File: config.mk
export PLATFORM = sky130hd
export DESIGN_NAME = vend_multi_datapath
export DESIGN_NICKNAME = d
export VERILOG_FILES = /design/src/rtl/vend_pkg.sv /design/src/rtl/vend_cmp.sv /design/src/rtl/vend_price_table.sv /design/src/rtl/vend_multi_datapath.sv
export SDC_FILE = /design/constraint.sdc
export NUM_CORES = 1
export LEC_CHECK = 0
export ABC_CLOCK_PERIOD_IN_PS = 3800
export BUFFER_PORTS_ARGS = -buffer_cell sky130_fd_sc_hd__buf_2
export CORE_MARGIN = 4
export CORE_UTILIZATION = 40
export CTS_BUF_LIST = sky130_fd_sc_hd__clkbuf_2
export DETAILED_ROUTE_END_ITERATION = 12
export PLACE_DENSITY_LB_ADDON = 0.08
export SLEW_MARGIN = 40
export SYNTH_ARGS = -nofsm -noshare
export SYNTH_HDL_FRONTEND = slang
export SYNTH_HIERARCHICAL = 1
export SYNTH_SLANG_ARGS = --single-unit
File: constraint.sdc
create_clock -name clk -period 3.8 [get_ports clk]
set_clock_uncertainty 0.2 [all_clocks]
set_input_delay 0.19 -clock clk [delete_from_list [all_inputs] [get_ports clk]]
set_output_delay 0.19 -clock clk [all_outputs]
set_load 0.01 [all_outputs]
File: src/rtl/vend_pkg.sv
// Shared types and helpers for the vending credit datapath: FSM state encoding
// and a width-generic saturating adder.
package vend_pkg;

   typedef enum logic [1:0] {
      IDLE     = 2'd0,
      DISPENSE = 2'd1,
      CHANGE   = 2'd2
   } vend_state_t;

   // Works on 32-bit containers; the caller slices the low w bits (w <= 31).
   function automatic logic [31:0] sat_add(input logic [31:0] a,
                                           input logic [31:0] b,
                                           input int unsigned w);
      logic [32:0] s;
      logic [32:0] lim;
      s   = {1'b0, a} + {1'b0, b};
      lim = (33'd1 << w) - 33'd1;
      return (s > lim) ? lim[31:0] : s[31:0];
   endfunction

endpackage

File: src/rtl/vend_cmp.sv
// Unsigned magnitude comparator; the greater-or-equal result drives the
// "enough credit" flag.
module vend_cmp #(
   parameter int W = 8
) (
   input  logic [W-1:0] i_a,
   input  logic [W-1:0] i_b,
   output logic         o_ge
);

   logic w_gt;
   logic w_eq;

   assign w_gt = (i_a > i_b);
   assign w_eq = (i_a == i_b);
   assign o_ge = w_gt | w_eq;

endmodule

File: src/rtl/vend_price_table.sv
// N x W price register file: synchronous write, asynchronous read, every
// entry reloaded with PRICE_DEF on reset.
module vend_price_table #(
   parameter  int W         = 8,
   parameter  int N         = 4,
   parameter  int PRICE_DEF = 5,
   localparam int SW        = $clog2(N)
) (
   input  logic          clk,
   input  logic          rst,
   input  logic          i_we,
   input  logic [SW-1:0] i_wr_idx,
   input  logic [W-1:0]  i_wr_data,
   input  logic [SW-1:0] i_rd_idx,
   output logic [W-1:0]  o_rd_data
);

   logic [W-1:0] r_price [N];

   always_ff @(posedge clk) begin
      if (rst) begin
         for (int i = 0; i < N; i++) begin
            r_price[i] <= W'(PRICE_DEF);
         end
      end else if (i_we) begin
         r_price[i_wr_idx] <= i_wr_data;
      end
   end

   assign o_rd_data = r_price[i_rd_idx];

endmodule

File: src/rtl/vend_multi_datapath.sv
// Vending credit datapath with its control FSM (IDLE/DISPENSE/CHANGE).
// Define CHANGE_RETURN_EN to enable change return and cancel/refund.
module vend_multi_datapath
   import vend_pkg::*;
#(
   parameter  int W         = 8,
   parameter  int N         = 4,
   parameter  int PRICE_DEF = 5,
   localparam int SW        = $clog2(N)
) (
   input  logic          clk,
   input  logic          rst,
   input  logic          coin_valid,
   input  logic [W-1:0]  coin_val,
   output logic          coin_rej,
   input  logic [SW-1:0] sel,
   input  logic          buy,
   input  logic          cancel,
   input  logic          price_we,
   input  logic [SW-1:0] price_idx,
   input  logic [W-1:0]  price_data,
   output logic [W-1:0]  tot,
   output logic          tm,
   output logic          busy,
   output logic          disp_valid,
   output logic [SW-1:0] disp_idx,
   input  logic          disp_ready,
   output logic          chg_valid,
   output logic [W-1:0]  chg_val,
   input  logic          chg_ready
);

   // Handshakes: a transfer happens on any cycle where valid & ready are both
   // high; valid and its payload are held unchanged until that cycle.

   vend_state_t  r_state;
   logic [W-1:0] r_tot;
   logic         r_coin_rej;
   logic         r_disp_valid;
   logic [SW-1:0] r_disp_idx;
   logic [W-1:0] w_price;
   logic         w_ge;
   logic [31:0]  w_sum_wide;
   logic         w_unused_sum_hi;

   vend_price_table #(.W(W), .N(N), .PRICE_DEF(PRICE_DEF)) u_price (
      .clk       (clk),
      .rst       (rst),
      .i_we      (price_we),
      .i_wr_idx  (price_idx),
      .i_wr_data (price_data),
      .i_rd_idx  (sel),
      .o_rd_data (w_price)
   );

   vend_cmp #(.W(W)) u_cmp (
      .i_a  (r_tot),
      .i_b  (w_price),
      .o_ge (w_ge)
   );

   assign w_sum_wide      = sat_add(32'(r_tot), 32'(coin_val), W);
   assign w_unused_sum_hi = ^w_sum_wide[31:W];

`ifdef CHANGE_RETURN_EN
   logic         r_chg_valid;
   logic [W-1:0] r_chg_val;
   assign chg_valid = r_chg_valid;
   assign chg_val   = r_chg_val;
`else
   logic w_unused_ctl;
   assign w_unused_ctl = cancel ^ chg_ready;
   assign chg_valid    = 1'b0;
   assign chg_val      = '0;
`endif

   always_ff @(posedge clk) begin
      if (rst) begin
         r_state      <= IDLE;
         r_tot        <= '0;
         r_coin_rej   <= 1'b0;
         r_disp_valid <= 1'b0;
         r_disp_idx   <= '0;
`ifdef CHANGE_RETURN_EN
         r_chg_valid  <= 1'b0;
         r_chg_val    <= '0;
`endif
      end else begin
         r_coin_rej <= 1'b0;
         case (r_state)
            IDLE: begin
`ifdef CHANGE_RETURN_EN
               if (cancel && (r_tot != '0)) begin
                  r_chg_val   <= r_tot;
                  r_chg_valid <= 1'b1;
                  r_coin_rej  <= coin_valid;
                  r_state     <= CHANGE;
               end else
`endif
               if (buy && w_ge) begin
                  r_disp_idx   <= sel;
                  r_tot        <= r_tot - w_price;
                  r_disp_valid <= 1'b1;
                  r_coin_rej   <= coin_valid;
                  r_state      <= DISPENSE;
               end else if (coin_valid) begin
                  r_tot <= w_sum_wide[W-1:0];
               end
            end
            DISPENSE: begin
               r_coin_rej <= coin_valid;
               if (disp_ready) begin
                  r_disp_valid <= 1'b0;
`ifdef CHANGE_RETURN_EN
                  if (r_tot != '0) begin
                     r_chg_val   <= r_tot;
                     r_chg_valid <= 1'b1;
                     r_state     <= CHANGE;
                  end else
`endif
                  r_state <= IDLE;
               end
            end
            CHANGE: begin
               r_coin_rej <= coin_valid;
`ifdef CHANGE_RETURN_EN
               if (chg_ready) begin
                  r_chg_valid <= 1'b0;
                  r_chg_val   <= '0;
                  r_tot       <= '0;
                  r_state     <= IDLE;
               end
`else
               r_state <= IDLE;
`endif
            end
            default: r_state <= IDLE;
         endcase
      end
   end

   assign tot        = r_tot;
   assign tm         = w_ge;
   assign busy       = (r_state != IDLE);
   assign coin_rej   = r_coin_rej;
   assign disp_valid = r_disp_valid;
   assign disp_idx   = r_disp_idx;

endmodule

---- Word level (Yosys, flattened, before mapping) ----
Memory sizes are Yosys's and may differ from the RTL's.
Cells that the tools add are included.
word-level totals
  flip-flop bits (word level) ............. 14
  latch bits .............................. 0
  memory bits (writable) .................. 32
  memory bits (read-only) ................. 0
  input bits .............................. 28
  output and inout port bits .............. 23
  logic and storage cells ................. 46
  memories kept ........................... 1
memory list
  memory           words  bits a word  read ports  clocked after Yosys merged registers in  wr ports  RTL line                RTL
  u_price.r_price  4      8            1           0                                        4         vend_price_table.sv:18  logic [W-1:0] r_price [N];
operators by class
  $add $sub $neg .......................... 2
  multipliers ............................. 0
  divide/modulo/power cells ............... 0
  magnitude comparators ................... 2
  equal/unequal tests ..................... 5
  shifts and indexed selects .............. 0
  multiplexer cells ....................... 19
  bitwise logic cells ..................... 1
  reduce and logical (&&, ||, !) cells .... 11
operators with widths
  kind                  number
  $mux W8               4
  $add A8 B8 Y9         1
  $gt A9 B8 Y1 const B  1
  $mux W1               9
  $eq A8 B8 Y1          1
  $gt A8 B8 Y1          1
  $reduce_or A8 Y1      1
  $sub A8 B8 Y8         1
  $mux W2               3
  $reduce_and A2 Y1     3
  $reduce_bool A2 Y1    3
  $ne A2 B2 Y1 const B  2
  $pmux W1 S2           2
  $pmux W2 S2           1
  $reduce_and A3 Y1     1
  $eq A2 B1 Y1 const B  1
  $eq A2 B2 Y1 const B  1
  $logic_not A2 Y1      1
  $reduce_or A2 Y1      1
  $logic_and A1 B1 Y1   1
  $or A1 B1 Y1          1

---- Depth between registers and ports, before layout ----
An unclocked memory read counts as a cell.
  word-level depth ........................ 6
  depth in mapped cells ................... 13

---- Hierarchy ----
Netlist, hierarchy kept.
modules (own cells, without submodules)
  module               instances  cells an instance  area an instance (µm²)  sequential area each (µm²)
  vend_price_table     1          85                 1478.9                  960.9
  vend_multi_datapath  1          156                1263.7                  240.2
  vend_cmp             1          25                 197.7                   0.0

---- Least setup slack after synthesis ----
Ideal clock, no wire load.
  kind .................................... input to register
  start ................................... in sel[0]
  end ..................................... reg r_tot[7] (netlist: tot[7])
  setup time .............................. 0.115 ns
  arrival ................................. 2.759 ns
  slack ................................... 0.725 ns
  stages on the path ...................... 12
  path through ............................ buf_6 -> mux4_1 -> inv_1 -> ha_1 -> and3_2 -> a221oi_2 -> o21ai_1 -> nand2_1 -> or2b_2 -> a311oi_2 -> nand3b_1 -> and3_1
on the way
  longest elaborated chain between the ends .. 6
  elaborated cells between the ends (all ways) .. 9
  those cells by class .................... 1 x add/sub; 1 x order compare; 1 x eq/ne; 1 x mux; 1 x bitwise; 3 x reduce/logical; 1 x memory
ends and longest elaborated chain
  what                                                 RTL line                        RTL
  start, declared                                      vend_multi_datapath.sv:16       input logic [SW-1:0] sel,
  $mem_v2 Z4 W8 *                                      -
  net w_price[7]                                       vend_multi_datapath.sv:41       logic [W-1:0] w_price;
  $gt A8 B8 Y1 / $eq A8 B8 Y1 (equally long branches)  vend_cmp.sv:14, vend_cmp.sv:15
  $or A1 B1 Y1 *                                       vend_cmp.sv:16                  assign o_ge = w_gt | w_eq;
  net tm                                               vend_multi_datapath.sv:23       output logic tm,
  $logic_and A1 B1 Y1 *                                vend_multi_datapath.sv:100      if (buy && w_ge) begin
  $reduce_bool A2 Y1 (no source line)                  -
  $reduce_and A2 Y1 (no source line)                   -
  end signal, assigned                                 vend_multi_datapath.sv:102      r_tot <= r_tot - w_price;
  end signal, assigned                                 vend_multi_datapath.sv:107      r_tot <= w_sum_wide[W-1:0];
  end, declared                                        vend_multi_datapath.sv:37       logic [W-1:0] r_tot;
Mark *: on every way through the listed nets, which the timed path passes. The rest lies on a longest branch.
A chain may end at the register's enable or synchronous reset.

---- Worst setup path in the final report ----
  start ................................... in sel[0]
  end ..................................... reg r_disp_idx[1] (netlist: disp_idx[1])
on the way
  longest elaborated chain between the ends .. 5
  elaborated cells between the ends (all ways) .. 6
  those cells by class .................... 1 x order compare; 1 x eq/ne; 1 x bitwise; 2 x reduce/logical; 1 x memory
ends and longest elaborated chain
  what                                                 RTL line                        RTL
  $mem_v2 Z4 W8 *                                      -
  net w_price[0]                                       vend_multi_datapath.sv:41
  $gt A8 B8 Y1 / $eq A8 B8 Y1 (equally long branches)  vend_cmp.sv:14, vend_cmp.sv:15
  $or A1 B1 Y1 *                                       vend_cmp.sv:16
  $logic_and A1 B1 Y1 *                                vend_multi_datapath.sv:100
  $reduce_and A2 Y1 (no source line) *                 -
  end signal, assigned                                 vend_multi_datapath.sv:101      r_disp_idx <= sel;
  end, declared                                        vend_multi_datapath.sv:40       logic [SW-1:0] r_disp_idx;
Marked as above.

==> out/metrics.cfg <==
[yosys]
ys_seq_area_frac=0.409
synth_edf_count=32
synth.cell_area_sq_um=2940
ys.flop_type=edfxtp_1
synth.distinct_cells=54
synth_cells=266
avgSynthCellArea_sq_um=11.1
ys_async_sr_fraction=0
ys_ff_latch=44
synth_warnings=6

[clock_network]
ctsHtreeMaxLevel=2
cts_made_buffers=5
clkLatencyLatePin_ns=0.40
clkTransAtPathRegs_ns=0.23
cts_root_buf=clkbuf_2
clkSinkCount=44
cts_tree=built
cts_max_path_buffers=2

[setup_path]
timing.critical_path.cells=dlygate4sd3_1, buf_2, mux4_1, ha_1, nand2b_1, a31oi_1, o21ai_1, nand2_1, nor2_2, nand2_1, a21oi_1, dlygate4sd3_1
cpPeakStageDelay_ns=0.66
cp_num_buf_inv=3
critPathTopFamily=buffers and inverters
cp-end-kind=flop
cp.required_ns=3.97
reg2reg_depth=10
reg2reg_from=u_price/r_price[0][0]
critPathLaunchType=input port
reg2reg_slack_ns=0.54
crit_fanout=9
critPathKind=in2reg
cp.arrival_ns=3.70
reg2reg_to=disp_idx[1]
cpMaxStageDelayCell=mux4_1

[die]
fp.dieW_um=93.7
dieHeight_um=93.7
initial_core_util=0.421
die_area_sq_um=8790
rows=30
io_pins=51
design.core.area_sq_um=6980

[timing]
worst_pin_slew_ns=0.523
holdWs_ns=0.0524
setup_viol=0
period_share=0.931
setup_ws_ns=0.264
rsz0062_at_grt=no
period_minus_slack_ns=3.54
final_max_slew_viol_count=0
max-slew-margin-rel=0.650
hold_violations=0
fin_tns_setup_ns=0
max_freq_ghz=0.283

[hold_path]
min_path_cells=4
hp-start=coin_val[1]
hp-class=in2reg
holdPathEnd=tot[1]

[global_route]
grt_max_degree=22
grt_pass1_wl_mm=10.1
grt-ovfl-total=0
antenna_found_initial=0
grt_pass1_vias=2126
grt_usage=0.147

[pwr]
p_int_mw=1.16
power_frac_clock=0.140
p_sw_frac=0.398
switchingPower_mw=0.768
ir_drop_uv=211
p_leak_nw=1.52
comb_power_share=0.515
power.density_nw_per_um2=560
pwr-share-seq=0.345

[placement]
place_ws_ns=0.363
portBuffers=39
hpwl_mm=4.57
gp_congestion=0.725

[detailed_routing]
ant_nets=0
wire_per_inst_um=14.7
drt_iter0_markers=72
num_vias=2151
drc=0
totalWireLength_mm=6.20
via_per_inst=5.09
drt-pass1-iter-count=4

[cells_and_area]
antenna_cells=0
fin_nets=379
most-common-layout-cells=39 x buf_2, 32 x edfxtp_1, 26 x and2_1
drive_gt1_frac=0.196
layout_commonest_cell=buf_2
area_growth_pct=17.4

[run_status]
status=complete, no violations

[flow_run]
maxCapViolations=0

[what timing repair did]
action	CTS	global route
endpoints found under the hold margin	37	1
gates resized for setup	0	1
setup endpoints to repair	0	2
buffers inserted	0	0
hold buffers	18	1
[per-layer routing]
layer	GRT usage	wire length [um]
met1	0.173	2680
met2	0.274	3250
met3	0.0256	209
met4	0.0397	67
met5	0	0
[cell families (layout without fill, tap and decap cells)]
kind of cell    Yosys count  in the layout  share of synthesized area
flops                    44             44                      0.409
other cells               1              9                    0.00128
mux                       9              9                     0.0723
xor+xnor                  6              6                     0.0179
fa+ha+maj                25             25                      0.111
compound gates           62             62                      0.147
simple gates             88             88                      0.184
buf+inv                  31             84                     0.0574
[worst reg2reg max path: cells and delay by family (launching register included)]
kind	cells	cell delay [ns]
flops	1	0.41
fa+ha+maj	1	0.29
compound gates	3	0.56
buf+inv	1	0.55
simple gates	4	0.64
mux	1	0.56
[state kept, by name, indices dropped and copies added (netlist names)]
signal	flops
coin_rej	1
tot	8
disp_valid	1
disp_idx	2
u_price/r_price	32
[Yosys cell counts, drive strengths merged, types with 3 or more instances]
| master | count | area share |
|---|---|---|
| inv | 17 | 0.022 |
| buf | 12 | 0.033 |
| o21ai | 8 | 0.014 |
| a2111oi | 3 | 0.0089 |
| or3 | 3 | 0.0081 |
| a31o | 3 | 0.0089 |
| ha | 23 | 0.098 |
| xor2 | 3 | 0.0089 |
| dfxtp | 12 | 0.082 |
| nand2 | 8 | 0.010 |
| a21o | 8 | 0.020 |
| and2 | 26 | 0.055 |
| a211oi | 4 | 0.010 |
| edfxtp | 32 | 0.33 |
| nor2 | 11 | 0.014 |
| xnor2 | 3 | 0.0089 |
| nor3 | 7 | 0.012 |
| nand3b | 3 | 0.0077 |
| mux4 | 8 | 0.069 |
| a21oi | 17 | 0.029 |
| and3 | 3 | 0.0068 |
| o21bai | 4 | 0.010 |
| o21a | 3 | 0.0077 |
| nand2b | 11 | 0.023 |
[worst max-delay path by stage]
stage,from,endpoint,slack [ns],cells after the start
finish,sel[0],disp_idx[1],0.26,12
global route,sel[0],disp_idx[1],0.09,12
CTS,sel[0],disp_idx[1],0.14,12
detailed placement,sel[0],tot[5],0.36,12
global placement,sel[0],tot[5],0.37,12
floorplan,sel[0],tot[7],0.73,12
[metrics by stage]
| stage | instance area (sq um) | total power [mW] | util | cells |
|---|---|---|---|---|
| CTS | 3440 | 1.96 | 0.493 | 422 |
| detailed placement | 3190 | 1.66 | 0.457 | 396 |
| global route | 3450 | 2.12 | 0.494 | 423 |
| floorplan | 2970 | 1.40 | - | 274 |
| global placement | 3190 | 1.65 | 0.457 | 396 |
| finish | 3450 | 1.93 | 0.494 | 423 |
[power groups by stage]
| stage | sequential (mW) | combinational (mW) | clock (mW) |
|---|---|---|---|
| 2_1_floorplan | 0.681 | 0.724 | 0 |
| 3_3_place_gp | 0.681 | 0.971 | 0 |
| 3_5_place_dp | 0.682 | 0.977 | 0 |
| 4_1_cts | 0.670 | 1.01 | 0.283 |
| 5_1_grt | 0.681 | 1.13 | 0.303 |
| 6_report | 0.667 | 0.994 | 0.270 |
[layout make-up]
cell class | instances | area (sq um)
well taps | 96 | 120
clock inverters | 3 | 42.5
multi-input cells | 199 | 1610
inverters | 17 | 63.8
flip-flops and latches | 44 | 1200
repair buffers | 59 | 393
fillers | 672 | 3530
clock buffers | 5 | 25.0
(Power assumes the default switching activity.)
